### config.mk
export PLATFORM = sky130hd
export DESIGN_NAME = gpu_op_dispatcher
export DESIGN_NICKNAME = d
export VERILOG_FILES = /design/src/rtl/gpu_op_dispatcher.sv
export SDC_FILE = /design/constraint.sdc
export NUM_CORES = 1
export LEC_CHECK = 0
export ABC_AREA = 1
export BUFFER_PORTS_ARGS = -buffer_cell sky130_fd_sc_hd__buf_2
export CAP_MARGIN = 5
export CORE_UTILIZATION = 40
export CTS_BUF_LIST = sky130_fd_sc_hd__clkbuf_4 sky130_fd_sc_hd__clkbuf_8
export DETAILED_ROUTE_END_ITERATION = 7
export HOLD_SLACK_MARGIN = 0.05
export PLACE_DENSITY = 0.66
export SKIP_LAST_GASP = 1
export SLEW_MARGIN = 40
export SYNTH_ARGS = -nofsm -noshare
export SYNTH_HDL_FRONTEND = slang
export SYNTH_SLANG_ARGS = --single-unit
### constraint.sdc
create_clock -name clk -period 4.5 [get_ports clk]
set_input_delay 0.9 -clock clk [delete_from_list [all_inputs] [get_ports clk]]
set_output_delay 0.9 -clock clk [all_outputs]
set_load 0.05 [all_outputs]
### src/rtl/gpu_op_dispatcher.sv
// gpu_op_dispatcher: pops one queued op at a time, runs its memory beats and issues it to the execution unit.
module gpu_op_dispatcher #(
    parameter int INSTR_WIDTH    = 80,
    parameter int ADDR_WIDTH     = 32,
    parameter int DATA_WIDTH     = 32,
    parameter int TIMEOUT_CYCLES = 255
) (
    input  logic                   clk,
    input  logic                   rst,
    input  logic                   i_enable,
    input  logic                   i_q_valid,
    input  logic [INSTR_WIDTH-1:0] i_q_instruction,
    input  logic [ADDR_WIDTH-1:0]  i_q_src_addr,
    input  logic [ADDR_WIDTH-1:0]  i_q_dst_addr,
    output logic                   o_q_dequeue_req,
    output logic                   o_mem_req,
    output logic                   o_mem_we,
    output logic [ADDR_WIDTH-1:0]  o_mem_addr,
    output logic [DATA_WIDTH-1:0]  o_mem_wdata,
    input  logic                   i_mem_ack,
    input  logic [DATA_WIDTH-1:0]  i_mem_rdata,
    output logic                   o_exec_valid,
    output logic [7:0]             o_exec_opcode,
    output logic [3:0]             o_exec_dest,
    output logic                   o_exec_vector,
    output logic [DATA_WIDTH-1:0]  o_exec_operand,
    input  logic                   i_exec_ready,
    output logic                   o_busy,
    output logic [15:0]            o_ops_done,
    output logic                   o_timeout_err
);
    localparam int TW = $clog2(TIMEOUT_CYCLES + 1);

    typedef enum logic [1:0] {IDLE, MEM_RD, MEM_WR, ISSUE} state_t;

    state_t                r_state, w_next;
    logic                  r_rd, r_wr, r_multi, r_beat;
    logic [ADDR_WIDTH-1:0] r_dst;
    logic [DATA_WIDTH-1:0] r_hi;
    logic [TW-1:0]         r_tmo;
    logic                  w_rd, w_wr, w_ack, w_tmo, w_last, w_fire, w_done;

    assign w_rd            = i_q_instruction[2];
    assign w_wr            = i_q_instruction[1];
    assign o_q_dequeue_req = (r_state == IDLE) && i_enable && i_q_valid;
    assign w_ack           = o_mem_req && i_mem_ack;
    assign w_tmo           = o_mem_req && !i_mem_ack && (r_tmo == TW'(TIMEOUT_CYCLES - 1));
    // a copy writes a single beat; write-only ops may carry a second beat
    assign w_last          = r_rd || !r_multi || r_beat;
    assign w_fire          = o_exec_valid && i_exec_ready;
    assign w_done          = (r_state == MEM_WR && w_ack && w_last) || (r_state == ISSUE && w_fire);
    assign o_busy          = r_state != IDLE;

    always_comb begin
        w_next = r_state;
        case (r_state)
            IDLE:    w_next = !o_q_dequeue_req ? IDLE : w_rd ? MEM_RD : w_wr ? MEM_WR : ISSUE;
            MEM_RD:  w_next = w_tmo ? IDLE : !w_ack ? MEM_RD : r_wr ? MEM_WR : ISSUE;
            MEM_WR:  w_next = (w_tmo || (w_ack && w_last)) ? IDLE : MEM_WR;
            ISSUE:   w_next = w_fire ? IDLE : ISSUE;
            default: w_next = IDLE;
        endcase
    end

    always_ff @(posedge clk) r_state <= rst ? IDLE : w_next;

    always_ff @(posedge clk) begin
        if (rst) begin
            r_rd           <= 1'b0;
            r_wr           <= 1'b0;
            r_multi        <= 1'b0;
            r_beat         <= 1'b0;
            r_dst          <= '0;
            r_hi           <= '0;
            r_tmo          <= '0;
            o_mem_req      <= 1'b0;
            o_mem_we       <= 1'b0;
            o_mem_addr     <= '0;
            o_mem_wdata    <= '0;
            o_exec_valid   <= 1'b0;
            o_exec_opcode  <= '0;
            o_exec_dest    <= '0;
            o_exec_vector  <= 1'b0;
            o_exec_operand <= '0;
            o_ops_done     <= '0;
            o_timeout_err  <= 1'b0;
        end else begin
            o_ops_done <= o_ops_done + 16'(w_done);
            if (o_q_dequeue_req) begin
                r_rd           <= w_rd;
                r_wr           <= w_wr;
                r_multi        <= i_q_instruction[3];
                r_beat         <= 1'b0;
                r_dst          <= i_q_dst_addr;
                r_hi           <= i_q_instruction[16+DATA_WIDTH +: DATA_WIDTH];
                o_mem_req      <= w_rd || w_wr;
                o_mem_we       <= w_wr && !w_rd;
                o_mem_addr     <= w_rd ? i_q_src_addr : i_q_dst_addr;
                o_mem_wdata    <= i_q_instruction[16 +: DATA_WIDTH];
                o_exec_valid   <= !w_rd && !w_wr;
                o_exec_opcode  <= i_q_instruction[11:4];
                o_exec_dest    <= i_q_instruction[15:12];
                o_exec_vector  <= i_q_instruction[0];
                o_exec_operand <= i_q_instruction[16 +: DATA_WIDTH];
            end
            if (w_fire)
                o_exec_valid <= 1'b0;
            if (w_tmo) begin
                o_mem_req     <= 1'b0;
                r_tmo         <= '0;
                o_timeout_err <= 1'b1;
            end else if (w_ack) begin
                o_mem_req <= 1'b0;
                r_tmo     <= '0;
                if (r_state == MEM_RD) begin
                    o_mem_we       <= 1'b1;
                    o_mem_addr     <= r_dst;
                    o_mem_wdata    <= i_mem_rdata;
                    o_exec_operand <= i_mem_rdata;
                    o_exec_valid   <= !r_wr;
                end else begin
                    r_beat      <= 1'b1;
                    o_mem_addr  <= r_dst + ADDR_WIDTH'(4);
                    o_mem_wdata <= r_hi;
                end
            end else if (o_mem_req) begin
                r_tmo <= r_tmo + TW'(1);
            end else if (r_state == MEM_WR) begin
                // one idle cycle separates beats before req is raised again
                o_mem_req <= 1'b1;
            end
        end
    end
endmodule
### Word level (Yosys, flattened, before mapping)

Index checks and enable logic that the tools add are counted.

* $add $sub $neg: 3
* equal/unequal tests: 4
* multiplexer cells: 38
* reduce and logical (&&, ||, !) cells: 25

Operators with widths (count)
* 2-to-1 mux 32 bit: 13
* adder 32 x 3 -> 32 bit (second input constant): 1
* 2-to-1 mux 1 bit: 18
* adder 16 x 1 -> 16 bit: 1
* logical AND 1 bit: 12
* 2-to-1 mux 2 bit: 6
* adder 8 x 1 -> 8 bit (second input constant): 1
* == test 8 bit (second input constant): 1
* one-hot mux 2 bit (4 select lines): 1
* zero test 1 bit: 5
* logical OR 1 bit: 5
* == test 2 bit (second input constant): 2
* OR reduction 3 bit: 1
* == test 2 x 1 -> 1 bit (second input constant): 1
* zero test 2 bit: 1
* nonzero test 2 bit: 1

* flip-flop bits (word level): 207
* input bits: 182
* output and inout port bits: 131
* logic and storage cells: 89

### Depth between registers and ports, before layout

Gate-level depths: netlist of the first run.

* word-level depth: 8
* gate-level depth with buffers: 14
* gate-level depth less buffers: 13

### Least setup slack after synthesis of the first run

No wires, ideal clock.

* path type: input to register
* start: in i_mem_ack
* end: reg o_ops_done[14]
* library setup time: 0.117 ns
* arrival: 2.815 ns
* data required time: 4.383 ns
* slack: 1.568 ns
* stages on the path: 14
* buffers on the path: 1
* cells stage by stage: nand2_1 -> buf_4 -> inv_2 -> o31ai_1 -> o22ai_1 -> ha_1 -> ha_1 -> nand3_1 -> nor2_1 -> nand3_1 -> nor2_1 -> nand2_1 -> o21ai_0 -> nor2_1

* word-level cells in the longest chain between the ends: 5

RTL lines
* from (decl): line 20 `input logic i_mem_ack,`
* logical AND 1 bit: line 46 `assign w_ack = o_mem_req && i_mem_ack;`
* logical AND 1 bit (2 in series): line 51 `assign w_done = (r_state == MEM_WR && w_ack && w_last) || (r_state == ISSUE && w_fire);`
* logical OR 1 bit: line 51
* adder 16 x 1 -> 16 bit: line 88 `o_ops_done <= o_ops_done + 16'(w_done);`
* to (signal assigned): line 88
* to (decl): line 29 `output logic [15:0] o_ops_done,`

Every way passes these cells.
A chain may end at the register's enable or synchronous reset.

### Worst setup path after layout of the first run

* start: reg r_state[1]
* end: out o_q_dequeue_req

* word-level cells in the longest chain between the ends: 3

RTL lines
* from (decl): line 36 `state_t r_state, w_next;`
* from (signal assigned): line 65 `always_ff @(posedge clk) r_state <= rst ? IDLE : w_next;`
* zero test 2 bit: line 45 `assign o_q_dequeue_req = (r_state == IDLE) && i_enable && i_q_valid;`
* logical AND 1 bit (2 in series): line 45
* to (decl): line 15 `output logic o_q_dequeue_req,`

Every way passes these cells.

==> results of run 1 <==
sequential cells by signal, indices dropped and copies added, names as in the netlist, 4 cells and up:
| name | cells |
|---|---|
| o_mem_addr | 32 |
| r_dst | 32 |
| o_exec_dest | 4 |
| r_tmo | 8 |
| o_mem_wdata | 32 |
| o_ops_done | 16 |
| r_hi | 32 |
| o_exec_operand | 32 |
| o_exec_opcode | 8 |
metal layers:
| metal | up-vias | global-route usage |
|---|---|---|
| met3 | 63 | 0.0692 |
| met2 | 383 | 0.416 |
| met4 | 10 | 0.0766 |
| li1 | 4944 | - |
| met1 | 4414 | 0.288 |
| met5 | - | 0 |
report_power, final:
part           internal (W)  leakage [nW]  switching (W)
logic              0.000299          3.27       0.000773
registers           0.00199          1.70       0.000102
clock network       0.00113         0.422       0.000764
final timing paths:
kind / from / end / slack [ns] / cells after the start
setup reg to reg: r_state[1] / o_ops_done[14] / 2.00 / 13
hold reg to reg: o_timeout_err / o_timeout_err / 0.44 / 2
hold / removal: o_timeout_err / o_timeout_err / 0.44 / 2
setup / recovery: r_state[1] / o_q_dequeue_req / 1.70 / 4
final cells by class:
| class | count | area (sq um) |
|---|---|---|
| diodes | 3 | 7.51 |
| clock buffers | 58 | 723 |
| clock inverters | 5 | 77.6 |
| fillers | 2413 | 11500 |
| inverters | 105 | 398 |
| multi-input cells | 933 | 4460 |
| flip-flops and latches | 207 | 4140 |
| well taps | 319 | 399 |
| repair buffers | 322 | 1680 |
logic make-up (layout without fill, tap and decap cells):
group / count (synthesis) / after routing / synth area share
adder cells (fa/ha/maj): 6 / 6 / 0.00790
XOR/XNOR: 8 / 8 / 0.00737
buffers and inverters: 184 / 490 / 0.0952
other: 0 / 3 / 0
AND/OR/NAND/NOR: 566 / 566 / 0.246
flip-flops: 207 / 207 / 0.436
AO/OA/AOI/OAI: 353 / 353 / 0.208
worst min-delay path: stages, from the launching register on:
cell	delay [ns]
sky130_fd_sc_hd__dfxtp_1	0.30
sky130_fd_sc_hd__inv_1	0.04
sky130_fd_sc_hd__a21oi_1	0.05
per-stage QoR:
stage	utilization	hold WS, ns	worst slack, ns	instances
floorplan	-	0.430	1.57	1324
detailed placement	0.472	0.439	1.54	1885
finish	0.508	0.444	1.70	1952
global route	0.508	0.487	1.55	1952
global placement	0.472	0.438	1.45	1885
CTS	0.507	0.448	1.62	1948
placed cells by master (no fill, tap or decap), drive strengths merged, types with 9 or more instances in the layout:
| cell | netlist | routed |
|---|---|---|
| o22ai | 9 | 9 |
| a21oi | 115 | 115 |
| dfxtp | 207 | 207 |
| nor2 | 209 | 209 |
| inv | 105 | 104 |
| clkbuf | 23 | 58 |
| buf | 56 | 322 |
| a31oi | 32 | 32 |
| nand2 | 279 | 279 |
| a211oi | 18 | 18 |
| nand3 | 59 | 59 |
| a311oi | 17 | 17 |
| o21ai | 154 | 154 |
==> reports/results.md, run 1 <==
### Global route
* 46800 um — first-pass GRT wire length
* 0.241 — GRT Total Usage
* 0 — remaining global-route overflow
* 161 — largest net degree at the start of global routing
* 9267 — via count of the first global-routing pass
* 8 — initial antenna violation count

### Synthesis
* sky130_fd_sc_hd__dfxtp_1 — Post-synth top flop
* 0.436 — share of Yosys cell area claimed by the top area cell type
* 0.436 — post-synthesis sequential area ratio
* 7.18 sq um — per-instance average area after synthesis
* 1512 — Net Count, Synth
* 0 — EDFF count, synth
* sky130_fd_sc_hd__dfxtp_1 — dominant cell type by area after synthesis
* 9510 sq um — cell area after technology mapping
* 1324 — synthesized instance count
* 0 — YS warnings
* 276 x sky130_fd_sc_hd__nand2_1, 207 x sky130_fd_sc_hd__dfxtp_1, 201 x sky130_fd_sc_hd__nor2_1 — cell types with the highest counts after synthesis
* 207 — FF+latch count, synth
* 0 — share of synthesized flip-flops with an asynchronous set or reset
* sky130_fd_sc_hd__nand2_1 — most frequent cell after synthesis
* 44 — number of distinct standard cells referenced by the synthesized netlist
* sky130_fd_sc_hd__dfxtp_1 44%, sky130_fd_sc_hd__nand2_1 11%, sky130_fd_sc_hd__nor2_1 7.9% — top area cells in the synthesized netlist

### STA
* 0 ns — total negative slack for setup checks
* 0.761 ns — Worst Tran Pin Value
* 0.492 — relative slew slack
* false — setup repair after global routing missed its margin
* 357 MHz — Fmax achieved
* 0 — number of endpoints failing setup at the final stage
* 0.0196 ns — Layout Skew
* 0 — final hold violations
* 2.80 ns — min cycle time layout
* 0.623 — final worst path period share
* 0 — Slew Limit Fails

### Route
* 14300 um — DR WL met2
* 12600 um — Routed met1 length
* 0 — DR DRC count
* 540 — number of DRC markers in iteration 0
* 5.03 — detailed-route vias per instance
* 9814 — DR vias
* met5 — topmost layer with routed signal wires
* 7 — router iterations before antenna repair
* 15.5 um — Routed WL per cell
* 2520 um — routed length on met3
* 30200 um — WL final
* 0 — post-route antenna net violation count

### Clock tree
* 0 — number of gates resized after CTS
* 0.06 ns — clock edge transition at the registers on the reported setup and hold paths
* 207 — number of sinks on the clock net
* 2 — number of levels in the clock H-tree
* sky130_fd_sc_hd__clkbuf_8 — root buffer cell
* 37 — clock buffers created by TritonCTS
* 0.52 ns — Skew-Pair Late Insertion Delay
* yes — TritonCTS clock tree
* 0 — cts-stage hold buffer count
* 3 — largest buffer count on any clock path
* 0 — number of setup buffers added after CTS

### Flow run
* 0 — number of max-cap violations

### Power
* 5.39 nW — Static Leak
* 0.275 mV — worst-case vdd ir drop
* 0.00506 W — Pwr Total
* 426 nW/um^2 — power density over the cells

### Run status
* finished, final reports clean — status

### Critical path
* simple AND/OR/NAND/NOR gates — family with the most delay on the worst path
* 21 — maximum fanout along the worst path
* 0.36 ns — maximum cell stage delay along the critical path
* 3.60 ns — WP data required
* sky130_fd_sc_hd__dfxtp_1 — slowest cell on the critical path
* nor2_2, inv_2, nor2_8, buf_2 — Cell Chain, Critical Path
* reg2out — Setup Crit Path Kind
* 1.90 ns — data arrival time of the critical path
* 2 — Crit path buffers/inverters
* flip-flop — Setup crit start kind
* output port — CP Capture Type

### Final layout
* 25.1% — Area growth, synth to finish
* 0.253 — layout cell share with drive strength beyond 1
* 1794 — nets
* 11900 sq um — Non-Filler Cell Area, Final

### Placement
* 312 — I/O Buffers
* 20700 um — half-perimeter wire length after placement
* 0.861 — routability-driven placement congestion ratio
* 11100 sq um — Placed Area

### Floorplanning
* 24400 sq um — die footprint
* 156 um — die outline width
* 0.406 — effective utilization at floorplan
* 23400 sq um — floorplan core area
* 156 um — height of the die
* 56 — Site Rows
* 313 — I/O Pins

### Min path
* reg2reg — worst hold path type

(Power assumes the default switching activity.)
==> inputs of run 2 (changes only) <==
--- a/config.mk
+++ b/config.mk
@@ -5,7 +5,7 @@
 export SDC_FILE = /design/constraint.sdc
 export NUM_CORES = 1
 export LEC_CHECK = 0
-export ABC_AREA = 1
+export ABC_AREA = 0
 export BUFFER_PORTS_ARGS = -buffer_cell sky130_fd_sc_hd__buf_2
 export CAP_MARGIN = 5
 export CORE_UTILIZATION = 40
==> constraint.sdc (replaced) <==
create_clock -name clk -period 2.7 [get_ports clk]
set_input_delay 0.54 -clock clk [delete_from_list [all_inputs] [get_ports clk]]
set_output_delay 0.54 -clock clk [all_outputs]
set_load 0.05 [all_outputs]
==> run 2 against run 1 <==
Effect of this change: clock skew is 0.0051 ns higher; synthesized area decreased by 1.4%; largest power group unchanged; critical path depth increased by 6; flip-flop and latch count did not move; sequential share of layout area is 0.18 points lower; die area is 1.4% lower; sequential power grew 61%; clock-buffer cell count rose by 2; global-route usage decreased by 1.5 points; register-to-register slack worse by 1.6 ns; utilization up 1.7 points.
==> reports/results.md, run 2 <==
### Critical path
* flip-flop — Setup crit start kind
* 0.53 ns — maximum cell stage delay along the critical path, +0.17 ns
* flip-flop — CP Capture Type
* and2_4, nand2_1, o21ai_0, and2_1, ha_1, ha_1, and3_1, nand4_1, xor2_1, nor2_1 — Cell Chain, Critical Path
* 2.65 ns — data arrival time of the critical path, +0.75 ns
* 3.10 ns — WP data required, -0.50 ns
* 0 — Crit path buffers/inverters, -2
* reg2reg — Setup Crit Path Kind
* simple AND/OR/NAND/NOR gates — family with the most delay on the worst path
* 12 — maximum fanout along the worst path, -43%
* sky130_fd_sc_hd__dfxtp_1 — slowest cell on the critical path
* sky130_fd_sc_hd__ha_1 — cell mode on critical path

### Power
* 0.00248 W — NetSw, +51%
* 0.424 — sequential share of power, +0.010
* 0.194 — combinational fraction of design power, -0.018
* 4.91 nW — Static Leak, -8.9%
* 0.00552 W — internal power, +61%
* 669 nW/um^2 — power density over the cells, +57%
* 0.310 — sw frac, -0.0139
* 0.459 mV — worst-case vdd ir drop, +67%
* 0.382 — clock network fraction of design power, +0.008

### STA
* 0.528 — relative slew slack, +0.0355
* false — setup repair after global routing missed its margin
* 0.0247 ns — Layout Skew, +0.00506 ns
* 0 — final hold violations, unchanged
* 0 ns — total negative slack for setup checks, unchanged
* 0 — number of endpoints failing setup at the final stage, unchanged
* 0.450 ns — post-layout worst setup margin, -1.25 ns
* 0.833 — final worst path period share
* 0.708 ns — Worst Tran Pin Value, -0.0532 ns
* 444 MHz — Fmax achieved
* 2.25 ns — min cycle time layout
* 0 — Slew Limit Fails, unchanged

### Synthesis
* sky130_fd_sc_hd__dfxtp_1 44%, sky130_fd_sc_hd__nand2_1 11%, sky130_fd_sc_hd__a211oi_1 9.5% — top area cells in the synthesized netlist
* sky130_fd_sc_hd__dfxtp_1 — Post-synth top flop
* 0 — EDFF count, synth, unchanged
* 1346 — Net Count, Synth, -11%
* 0 — YS warnings, unchanged
* sky130_fd_sc_hd__nand2_1 — most frequent cell after synthesis
* 0.442 — share of Yosys cell area claimed by the top area cell type, +0.00641
* 207 — FF+latch count, synth, unchanged
* 8.09 sq um — per-instance average area after synthesis, +13%
* sky130_fd_sc_hd__dfxtp_1 — dominant cell type by area after synthesis
* 267 x sky130_fd_sc_hd__nand2_1, 207 x sky130_fd_sc_hd__dfxtp_1, 121 x sky130_fd_sc_hd__a21oi_1 — cell types with the highest counts after synthesis
* 1158 — synthesized instance count, -13%
* 42 — number of distinct standard cells referenced by the synthesized netlist, -4.5%
* 9370 sq um — cell area after technology mapping, -1.4%
* 0 — share of synthesized flip-flops with an asynchronous set or reset, unchanged
* 0.442 — post-synthesis sequential area ratio, +0.00641

### Floorplanning
* 22800 sq um — floorplan core area, -2.7%
* 155 um — height of the die, -0.72%
* 55 — Site Rows, -1.8%
* 313 — I/O Pins, unchanged
* 155 um — die outline width, -0.72%
* 0.411 — effective utilization at floorplan, +0.00509
* 24000 sq um — die footprint, -1.4%

### Final layout
* 1615 — nets, -10%
* 27.6% — Area growth, synth to finish
* 0.282 — layout cell share with drive strength beyond 1, +0.0289
* sky130_fd_sc_hd__buf_2 — leading cell type in the layout, fill and taps excluded
* 311 x sky130_fd_sc_hd__buf_2, 266 x sky130_fd_sc_hd__nand2_1, 207 x sky130_fd_sc_hd__dfxtp_1, 121 x sky130_fd_sc_hd__a21oi_1, 118 x sky130_fd_sc_hd__a211oi_1 — commonest non-fill, non-tap cells in the layout

### Clock tree
* 0 — number of gates resized after CTS, unchanged
* 0.52 ns — Skew-Pair Late Insertion Delay, about the same
* yes — TritonCTS clock tree
* sky130_fd_sc_hd__clkbuf_8 — root buffer cell
* 2 — number of levels in the clock H-tree, unchanged
* 3 — largest buffer count on any clock path, unchanged
* 0 — cts-stage hold buffer count, unchanged
* 0.06 ns — clock edge transition at the registers on the reported setup and hold paths, about the same
* 0 — number of setup buffers added after CTS, unchanged
* 207 — number of sinks on the clock net, unchanged
* 37 — clock buffers created by TritonCTS, unchanged

### Flow run
* 0 — number of max-cap violations, unchanged

### Global route
* 0 — remaining global-route overflow, unchanged
* 44300 um — first-pass GRT wire length, -5.4%
* 8688 — via count of the first global-routing pass, -6.2%
* 129 — largest net degree at the start of global routing, -20%
* 4 — initial antenna violation count, -4
* 0.226 — GRT Total Usage, -0.0152

### Placement
* 312 — I/O Buffers, unchanged
* 0.824 — routability-driven placement congestion ratio, -4.3%
* 0.414 ns — DP Worst Slack, -1.13 ns
* 18400 um — half-perimeter wire length after placement, -11%

### Route
* 9167 — DR vias, -6.6%
* 27800 um — WL final, -8.1%
* 450 — number of DRC markers in iteration 0, -17%
* 4 — router iterations before antenna repair, -3
* 0 — DR DRC count, unchanged
* 15.7 um — Routed WL per cell, +1.5%
* 5.19 — detailed-route vias per instance, +3.2%
* 0 — post-route antenna net violation count, unchanged

### Run status
* finished, final reports clean — status

### Min path
* in2reg — worst hold path type

-- run 2: cell types whose count changed after synthesis, moves of 40 or more --
cell	delta
sky130_fd_sc_hd__a211oi_1	+100
sky130_fd_sc_hd__nor2_1	-111
sky130_fd_sc_hd__inv_1	-98
sky130_fd_sc_hd__nand3_1	-40
sky130_fd_sc_hd__clkbuf_1	+41
sky130_fd_sc_hd__o21ai_0	-125
-- run 2: layer usage --
layer | wire length (um) | vias to the layer above | share of wire | GRT usage
met3 | 2390 | 40 | 0.086 | 0.0724
met2 | 12600 | 307 | 0.46 | 0.371
met4 | 425 | 4 | 0.015 | 0.0613
met5 | 23 | - | 0.00083 | 0
met1 | 12300 | 4214 | 0.44 | 0.285
li1 | - | 4602 | - | -
-- run 2: final timing paths --
| kind | from | slack, ns | end | depth (start not counted) |
|---|---|---|---|---|
| worst min-delay path | i_q_instruction[3] | 0.26 | r_multi | 3 |
| worst min register to register | o_timeout_err | 0.45 | o_timeout_err | 2 |
| worst max-delay path | o_mem_req | 0.45 | o_ops_done[10] | 10 |
| worst max register to register | o_mem_req | 0.45 | o_ops_done[10] | 10 |
-- run 2: cell families after synthesis --
kind of cell | Yosys count | share of synthesized area
fa+ha+maj | 6 | 0.00801
mux | 32 | 0.0342
flops | 207 | 0.442
simple gates | 473 | 0.225
compound gates | 292 | 0.204
buf+inv | 103 | 0.0446
xor+xnor | 45 | 0.0421
-- run 2: area by class of cell --
| class | instances | area, sq um |
|---|---|---|
| diodes | 2 | 5.00 |
| clock buffers | 60 | 763 |
| multi-input cells | 848 | 4840 |
| flip-flops and latches | 207 | 4140 |
| fillers | 2244 | 10800 |
| clock inverters | 4 | 22.5 |
| repair buffers | 329 | 1770 |
| inverters | 4 | 17.5 |
| well taps | 313 | 392 |
-- run 2: tightest hold or removal path: stages --
cell and delay (ns):
sky130_fd_sc_hd__buf_2 0.09, sky130_fd_sc_hd__nand2_1 0.05, sky130_fd_sc_hd__a21oi_1 0.05
-- run 2: power groups by stage --
stage                     registers (W)  clock network [W]  logic [W]
after detailed placement        0.00345                  0    0.00156
after floorplan                 0.00391                  0   0.000612
final                           0.00339            0.00305    0.00155
after global placement          0.00345                  0    0.00154
after CTS                       0.00339            0.00314    0.00156
after global routing            0.00341            0.00329    0.00167
-- run 2: metrics by stage --
stage          power (W)   util  hold WS (ns)  std cells  area, sq um
2_1_floorplan    0.00452      -         0.432       1158         9370
3_3_place_gp     0.00499  0.490         0.434       1701        11200
3_5_place_dp     0.00500  0.490         0.438       1701        11200
4_1_cts          0.00809  0.524         0.224       1765        11900
5_1_grt          0.00838  0.525         0.235       1766        11900
6_report         0.00799  0.525         0.261       1767        12000
==> inputs of run 3 (changes only) <==
==> constraint.sdc (replaced) <==
create_clock -name clk -period 2.1 [get_ports clk]
set_input_delay 0.42 -clock clk [delete_from_list [all_inputs] [get_ports clk]]
set_output_delay 0.42 -clock clk [all_outputs]
set_load 0.05 [all_outputs]
==> run 3 against run 2 <==
Effect of this change: worst setup slack lost 0.35 ns; clock-buffer cell count shrank 1; final cell count grew 0.45%; utilization grew 0.57 points; critical path depth shrank 7; power grew 27%; combinational power grew 32%; clock skew shrank 0.0084 ns.
==> reports/results.md, run 3 (synthesized netlist as in run 2, its figures left out) <==
### Final layout
* 4150 sq um — sequential cell area in the final layout, about the same
* 310 x sky130_fd_sc_hd__buf_2, 266 x sky130_fd_sc_hd__nand2_1, 206 x sky130_fd_sc_hd__dfxtp_1, 121 x sky130_fd_sc_hd__a21oi_1, 118 x sky130_fd_sc_hd__a211oi_1 — commonest non-fill, non-tap cells in the layout
* 29.0% — Area growth, synth to finish
* 0.530 — final cell utilization of the core, +0.00566
* sky130_fd_sc_hd__buf_2 — leading cell type in the layout, fill and taps excluded
* 0 — antenna diode count, -2
* 4860 sq um — multi-input gate area in the final layout, +0.57%
* 12100 sq um — Non-Filler Cell Area, Final, +1.1%
* 2249 — Filler cells, +0.22%
* 1629 — nets, +0.87%
* 0.289 — layout cell share with drive strength beyond 1, +0.00765

### STA
* 0.0965 ns — post-layout worst setup margin, -0.353 ns
* 0 — final hold violations, unchanged
* 0 — number of endpoints failing setup at the final stage, unchanged
* 0 — Slew Limit Fails, unchanged
* 0.954 — final worst path period share
* 0 ns — total negative slack for setup checks, unchanged
* 2.00 ns — min cycle time layout
* 0.0163 ns — Layout Skew, -0.00843 ns
* 0.609 ns — Worst Tran Pin Value, -0.0988 ns
* 0.594 — relative slew slack, +0.0659
* 499 MHz — Fmax achieved
* false — setup repair after global routing missed its margin

### Floorplanning
* 24000 sq um — die footprint, unchanged
* 155 um — die outline width, unchanged
* 155 um — height of the die, unchanged
* 22800 sq um — floorplan core area, unchanged
* 55 — Site Rows, unchanged
* 0.411 — effective utilization at floorplan, unchanged
* 313 — I/O Pins, unchanged

### Global route
* 0.227 — GRT Total Usage, +0.000737
* 130 — largest net degree at the start of global routing, +0.78%
* 0 — remaining global-route overflow, unchanged
* 8545 — via count of the first global-routing pass, -1.6%
* 44200 um — first-pass GRT wire length, -0.27%
* 1 — initial antenna violation count, -3

### Power
* 840 nW/um^2 — power density over the cells, +26%
* 4.96 nW — Static Leak, +1.1%
* 0.0101 W — Pwr Total, +27%
* 0.455 mV — worst-case vdd ir drop, -0.88%

### Clock tree
* 3 — largest buffer count on any clock path, unchanged
* 0.06 ns — clock edge transition at the registers on the reported setup and hold paths, about the same
* 207 — number of sinks on the clock net, unchanged
* yes — TritonCTS clock tree
* 2 — number of levels in the clock H-tree, unchanged
* sky130_fd_sc_hd__clkbuf_8 — root buffer cell
* 0.51 ns — Skew-Pair Late Insertion Delay, about the same
* 37 — clock buffers created by TritonCTS, unchanged
* 0 — cts-stage hold buffer count, unchanged

### Critical path
* 1.58 ns — data arrival time of the critical path, -1.07 ns
* 14 — maximum fanout along the worst path, +2
* nand4bb_4, inv_8, buf_4 — Cell Chain, Critical Path
* 1.68 ns — WP data required, -1.42 ns
* output port — CP Capture Type
* reg2out — Setup Crit Path Kind
* 0.40 ns — maximum cell stage delay along the critical path, -0.13 ns
* sky130_fd_sc_hd__dfxtp_1 — slowest cell on the critical path
* flip-flop — Setup crit start kind

### Route
* 9274 — DR vias, +1.2%
* 0 — post-route antenna net violation count, unchanged
* 28300 um — WL final, +1.9%
* 0 — DR DRC count, unchanged
* 5.22 — detailed-route vias per instance, +0.71%
* 15.9 um — Routed WL per cell, +1.5%
* 523 — number of DRC markers in iteration 0, +16%
* 5 — router iterations before antenna repair, +1

### Placement
* 11300 sq um — Placed Area, +1.2%
* 18800 um — half-perimeter wire length after placement, +2.1%
* 312 — I/O Buffers, unchanged
* 0.812 — routability-driven placement congestion ratio, -1.4%
* 0.0503 ns — DP Worst Slack, -0.364 ns

### Flow run
* 0 — number of max-cap violations, unchanged

### Run status
* finished, final reports clean — status

### Min path
* in2reg — worst hold path type

[run 3: critical path, delay by kind of cell (launching register included)]
family / cells / cell delay [ns]
buffers and inverters: 2 / 0.38
flip-flops: 1 / 0.40
AND/OR/NAND/NOR: 1 / 0.29
[run 3: through the flow]
stage                     hold slack (ns)  cells
final                               0.151   1775
after global routing                0.122   1775
after CTS                           0.113   1774
after detailed placement            0.446   1713
after global placement              0.440   1713
after floorplan                     0.432   1158
[run 3: power breakdown]
part | switching (W) | total (W) | leakage, nW | internal (W)
clock network | 0.00160 | 0.00374 | 0.386 | 0.00214
logic | 0.00140 | 0.00205 | 2.89 | 0.000646
registers | 0.000160 | 0.00435 | 1.69 | 0.00419
total | 0.00317 | 0.0101 | 4.96 | 0.00698
[run 3: what timing repair did]
action / CTS / global route
pin swaps: 1 / 0
setup buffers: 1 / 0
gates resized for setup: 3 / 2
cloned: 0 / 1
setup endpoints to repair: 1 / 6
[run 3: cell type report]
type,count,share of cell area
clock buffers,59,0.0595
clock inverters,1,0.000621
inverters,4,0.00186
multi-input cells,848,0.403
flip-flops and latches,207,0.343
well taps,313,0.0324
repair buffers,343,0.160
[run 3: worst paths after layout]
path | start | slack (ns) | end | cells after the start
max | r_state[0] | 0.1 | o_q_dequeue_req | 3
min | i_q_instruction[65] | 0.15 | r_hi[17] | 3
min reg2reg | o_exec_dest[2] | 0.45 | o_exec_dest[2] | 2
max reg2reg | r_state[0] | 0.19 | o_mem_wdata[10] | 5
[run 3: layer usage]
metal | GRT usage | wire [um] | vias to the layer above
met1 | 0.290 | 12400 | 4267
li1 | - | - | 4624
met5 | 0 | 8 | -
met4 | 0.0736 | 630 | 2
met2 | 0.365 | 12900 | 335
met3 | 0.0680 | 2340 | 46
